$ cat src/rtl/tpu_pkg.sv
// tpu_pkg: shared instruction-word layout, opcodes and driver FSM states
package tpu_pkg;
    localparam int WORD_W = 16;
    localparam int OP_MSB = 15;
    localparam int OP_LSB = 14;
    localparam logic [1:0] OP_NOP     = 2'b00;
    localparam logic [1:0] OP_LOAD    = 2'b01;
    localparam logic [1:0] OP_STORE   = 2'b10;
    localparam logic [1:0] OP_COMPUTE = 2'b11;
    localparam logic [WORD_W-1:0] NOP_WORD = 16'h0000;
    typedef enum logic {IDLE, WAIT_RD} drv_state_e;
    function automatic logic [1:0] opcode(input logic [WORD_W-1:0] w);
        return w[OP_MSB:OP_LSB];
    endfunction
endpackage

$ cat src/rtl/sync_fifo.sv
// sync_fifo: synchronous FIFO with occupancy count; reads zero when empty
module sync_fifo #(
    parameter int WIDTH = 8,
    parameter int DEPTH = 2
) (
    input  logic                     clk,
    input  logic                     rst,
    input  logic                     push,
    input  logic [WIDTH-1:0]         wdata,
    input  logic                     pop,
    output logic [WIDTH-1:0]         rdata,
    output logic [$clog2(DEPTH):0]   count
);
    localparam int AW = $clog2(DEPTH);
    localparam logic [AW:0] FULL = DEPTH[AW:0];
    logic [WIDTH-1:0] mem_q [DEPTH];
    logic [WIDTH-1:0] mem_d [DEPTH];
    logic [AW-1:0] wr_q, wr_d, rd_q, rd_d;
    logic [AW:0] cnt_q, cnt_d;
    logic do_push, do_pop;
    always_comb begin
        do_push = push && (cnt_q < FULL);
        do_pop  = pop && (cnt_q != '0);
        mem_d = mem_q;
        if (do_push) mem_d[wr_q] = wdata;
        wr_d  = do_push ? wr_q + 1'b1 : wr_q;
        rd_d  = do_pop ? rd_q + 1'b1 : rd_q;
        cnt_d = cnt_q + {{AW{1'b0}}, do_push} - {{AW{1'b0}}, do_pop};
    end
    always_ff @(posedge clk) begin
        mem_q <= mem_d;
        if (rst) begin
            wr_q  <= '0;
            rd_q  <= '0;
            cnt_q <= '0;
        end else begin
            wr_q  <= wr_d;
            rd_q  <= rd_d;
            cnt_q <= cnt_d;
        end
    end
    assign rdata = (cnt_q == '0) ? '0 : mem_q[rd_q];
    assign count = cnt_q;
endmodule

$ cat src/rtl/tpu_host_driver.sv
// tpu_host_driver: issues buffered instruction words to the TPU pins and returns STORE bytes
module tpu_host_driver
    import tpu_pkg::*;
#(
    parameter int CMD_DEPTH = 4,
    parameter int RD_LAT    = 1
) (
    input  logic        clk,
    input  logic        rst,
    input  logic        cmd_valid,
    output logic        cmd_ready,
    input  logic [15:0] cmd_data,
    output logic        rsp_valid,
    input  logic        rsp_ready,
    output logic [7:0]  rsp_data,
    output logic [7:0]  tpu_ui,
    output logic [7:0]  tpu_uio,
    input  logic [7:0]  tpu_uo,
    output logic        busy
);
    localparam int CW = $clog2(CMD_DEPTH);
    localparam logic [CW:0] CMD_FULL = CMD_DEPTH[CW:0];
    drv_state_e state_q, state_d;
    logic [2:0] cnt_q, cnt_d;
    logic [WORD_W-1:0] pin_q, pin_d, cmd_head;
    logic [CW:0] cmd_count;
    logic [1:0] rsp_count, credits;
    logic cmd_pop, rsp_push;
    sync_fifo #(.WIDTH(WORD_W), .DEPTH(CMD_DEPTH)) u_cmd_fifo (
        .clk(clk), .rst(rst), .push(cmd_valid && cmd_ready), .wdata(cmd_data),
        .pop(cmd_pop), .rdata(cmd_head), .count(cmd_count)
    );
    sync_fifo #(.WIDTH(8), .DEPTH(2)) u_rsp_fifo (
        .clk(clk), .rst(rst), .push(rsp_push), .wdata(tpu_uo),
        .pop(rsp_ready), .rdata(rsp_data), .count(rsp_count)
    );
    assign cmd_ready = cmd_count < CMD_FULL;
    assign rsp_valid = rsp_count != 2'd0;
    // a STORE may only issue when its result is guaranteed a response slot
    assign credits = rsp_count + {1'b0, state_q == WAIT_RD};
    always_comb begin
        state_d  = state_q;
        cnt_d    = cnt_q;
        pin_d    = NOP_WORD;
        cmd_pop  = 1'b0;
        rsp_push = 1'b0;
        if (state_q == WAIT_RD) begin
            if (cnt_q == 3'd0) begin
                rsp_push = 1'b1;
                state_d  = IDLE;
            end else begin
                cnt_d = cnt_q - 3'd1;
            end
        end else if (cmd_count != '0) begin
            if (opcode(cmd_head) != OP_STORE) begin
                cmd_pop = 1'b1;
                pin_d   = cmd_head;
            end else if (credits < 2'd2) begin
                cmd_pop = 1'b1;
                pin_d   = cmd_head;
                cnt_d   = RD_LAT[2:0];
                state_d = WAIT_RD;
            end
        end
    end
    always_ff @(posedge clk) begin
        if (rst) begin
            state_q <= IDLE;
            cnt_q   <= 3'd0;
            pin_q   <= NOP_WORD;
        end else begin
            state_q <= state_d;
            cnt_q   <= cnt_d;
            pin_q   <= pin_d;
        end
    end
    assign tpu_ui  = pin_q[7:0];
    assign tpu_uio = pin_q[15:8];
    assign busy    = (cmd_count != '0) || (state_q == WAIT_RD) || (pin_q != NOP_WORD);
endmodule

$ cat config.mk
export PLATFORM = sky130hd
export DESIGN_NAME = tpu_host_driver
export DESIGN_NICKNAME = d
export VERILOG_FILES = /design/src/rtl/tpu_pkg.sv /design/src/rtl/sync_fifo.sv /design/src/rtl/tpu_host_driver.sv
export SDC_FILE = /design/constraint.sdc
export NUM_CORES = 1
export LEC_CHECK = 0
export ABC_AREA = 1
export BUFFER_PORTS_ARGS = -buffer_cell sky130_fd_sc_hd__buf_4
export CORE_MARGIN = 3
export CORE_UTILIZATION = 57
export CTS_CLUSTER_SIZE = 40
export DETAILED_ROUTE_END_ITERATION = 10
export PLACE_DENSITY = 0.77
export SLEW_MARGIN = 20
export SYNTH_ARGS = -nofsm -noshare
export SYNTH_HDL_FRONTEND = slang
export SYNTH_SLANG_ARGS = --single-unit
$ cat constraint.sdc
create_clock -name clk -period 2.5 [get_ports clk]
set_clock_uncertainty 0.05 [all_clocks]
set_input_delay 0.375 -clock clk [delete_from_list [all_inputs] [get_ports clk]]
set_output_delay 0.375 -clock clk [all_outputs]
set_load 0.02 [all_outputs]
==> run_results.csv <==
group,metric,value,unit
route,wl_per_cell,14.68,µm
route,via_per_inst,5.149,
sta,fmax,0.4456,GHz
grt,grt_use_total,0.1936,
synthesis,synth_nets,415,
grt,grt_max_degree,22,
die,chipHeight,93.97,µm
synthesis,synth_area_leaders,"edfxtp_1 (54%), dfxtp_1 (14%), nor2_1 (6.2%), o21ai_0 (3.7%), nand2_1 (3.0%)",
clock_tree,clock-sinks,111,
layout,final_cells,544,
setup_path,cpMostUsedCell,"inv_1",
route,drc_errors,0,
placed_design,port_buffers,54,
setup_path,start_kind,"register",
clock_tree,cts_tree,"built",
sta,rsz0062_at_grt,"no",
clock_tree,cts_made_buffers,9,
setup_path,path_max_fanout,18,
clock_tree,clock_path_buffers,2,
sta,finalCriticalPeriod,2.244,ns
setup_path,critPathMaxStageDelay,0.42,ns
synthesis,syn_area,4410,µm²
sta,fin_crit_sh,0.8977,
route,route.vias.total,2801,
route,postRouteAntennaNets,0,
clock_tree,clock_latency,0.36,ns
power,power.total,5.654,mW
layout,post-route-util,0.7000,
layout,syn_to_final_growth,16.96,%
layout,final_nets,479,
sta,finalSetupViolCount,0,
setup_path,required,2.76,ns
synthesis,synth_top_area_frac,0.5447,
power,p_per_area,1096,nW/µm²
die,die_w,93.97,µm
sta,worst_pin_slew,0.3828,ns
sta,slew-limit-headroom,0.7424,
hold_path,hold_class,"input pin to register",
synthesis,postSynthCellCount,376,
power,ir_drop,0.0007570,V
grt,antenna_found_initial,0,
clock_tree,clk_pin_slew,0.11,ns
clock_tree,cts-root-buf,"clkbuf_8",
placed_design,placed_cells,527,
clock_tree,htreeDepth,3,
run,cap_violations,0,
setup_path,path_cells,"inv_8 -> nand2_1 -> nand3_1 -> nand2_4 -> nand4_4 -> inv_2 -> nor2_1 -> ha_1 -> inv_1 -> ha_1 -> inv_1 -> fa_1 -> inv_1 -> o21ai_0 -> a21oi_1",
route,first_pass_iters,4,
placed_design,gp_congestion,0.8385,
setup_path,slowest_stage,"dfxtp_4",
grt,grt_pass1_wl,12970,µm
layout,diodes,0,
placed_design,placed_area,4925,µm²
synthesis,ys_types,30,
route,dr.first_iter.drc_count,134,
layout,drive_gt1_frac,0.2427,
synthesis,ys_warn_count,0,
synthesis,yosys.area.top_type,"edfxtp_1",
die,rows,31,
sta,finalMaxSlewViolations,0,
run_status,outcome,"completed",
power,power.leakage,2.010,nW
sta,hold_viol,0,
grt,grt.overflow.total,0,
setup_path,crit_arrival,2.50,ns
synthesis,ys_seq_elements,111,
layout,postLayoutCellArea,5159,µm²
setup_path,cp-end-kind,"register",
placed_design,dp_hpwl,5199,µm
route,drt_wl_total,7985,µm
synthesis,syn_area_per_cell,11.73,µm²
die,coreArea,7370,µm²
die,boundaryPins,55,
sta,tns,0,ns
die,start_util,0.5985,
synthesis,seq_area_frac_synth,0.6854,
setup_path,critical_path_class,"register to register",
die,dieArea,8829,µm²
grt,grt_pass1_vias,2692,
placed cells by master, fill, tap and decap left out, types with 2 or more instances in the layout:
| cell type | instances |
|---|---|
| edfxtp_1 | 80 |
| dfxtp_2 | 2 |
| clkbuf_8 | 9 |
| nand3_1 | 10 |
| buf_4 | 66 |
| ha_1 | 10 |
| or2_2 | 2 |
| nand2_4 | 2 |
| nor4_1 | 4 |
| o21ai_0 | 33 |
| inv_1 | 32 |
| nand2_1 | 34 |
| dfxtp_1 | 28 |
| inv_2 | 2 |
| inv_6 | 3 |
| clkinv_1 | 2 |
| nor2_1 | 73 |
| nor3_1 | 4 |
| nand3_4 | 2 |
| a21oi_1 | 23 |
| a21oi_2 | 10 |
critical path: cells and delay by family (launching register included):
kind	cells	cell delay (ns)
AO/OA/AOI/OAI	2	0.21
adder cells (fa/ha/maj)	3	0.75
buffers and inverters	5	0.34
flip-flops	1	0.42
AND/OR/NAND/NOR	5	0.41
metal layers:
metal	global-route usage	share of wire
met2	0.3258	0.51
met3	0.04808	0.049
met5	0	0
met1	0.2488	0.43
met4	0.05776	0.011
flip-flops by register name, summed over array words and instances, names as in the netlist:
name and cells:
u_rsp_fifo.rd_q 1, u_cmd_fifo.count 3, cnt_q 3, u_cmd_fifo.mem_q 64, u_cmd_fifo.wr_q 2, state_q 1, u_rsp_fifo.count 2, u_rsp_fifo.mem_q 16
u_rsp_fifo.wr_q 1, pin_q 16, u_cmd_fifo.rd_q 2
repair_timing:
action,CTS,global route
pin swaps,0,2
endpoints found under the setup margin,1,2
buffers inserted,0,1
hold buffers,0,0
gates resized for setup,1,6
metrics by stage:
stage | hold WS [ns] | setup WS (ns)
finish | 0.1326 | 0.2558
CTS | 0.1149 | 0.06476
global placement | 0.4200 | 0.1278
global route | 0.1088 | 0.08362
detailed placement | 0.4266 | -0.04417
floorplan | 0.4098 | 0.3211
worst paths after layout:
check	from	end	slack, ns	cells after the start
worst max-delay path	u_cmd_fifo.rd_q[0]	u_cmd_fifo.count[2]	0.26	15
worst min-delay path	tpu_uo[0]	u_rsp_fifo.mem_q[0]	0.13	1
worst max register to register	u_cmd_fifo.rd_q[0]	u_cmd_fifo.count[2]	0.26	15
worst min register to register	cnt_q[1]	cnt_q[1]	0.44	2
layout make-up:
class | count | area, µm²
clock buffers | 9 | 123.9
clock inverters | 7 | 86.33
fillers | 535 | 2211
inverters | 37 | 146.4
multi-input cells | 215 | 1154
flip-flops and latches | 111 | 3029
well taps | 99 | 123.9
repair buffers | 66 | 495.5
report_power, final:
part	switching, mW	internal [mW]
Sequential	0.195	2.31
Combinational	1.28	0.753
Clock	0.625	0.483
Total	2.10	3.55
cell families after synthesis:
logic type               after synthesis  synth area share
AO/OA/AOI/OAI                         66           0.08340
XOR/XNOR                               3          0.005959
adder cells (fa/ha/maj)               11           0.03291
buffers and inverters                 50           0.05532
flip-flops                           111            0.6854
AND/OR/NAND/NOR                      135            0.1370
synth_stat cells, drive strengths merged:
library cell  count
nor4              4
nand2            37
nor2             74
or2               2
xnor2             1
clkbuf            6
a21oi            33
xor2              2
nand4             2
nor3              4
dfxtp            31
ha               10
edfxtp           80
nand3            12
buf               7
fa                1
clkinv            2
o21ai            33
inv              35
Power figures use the tool's default switching activity.
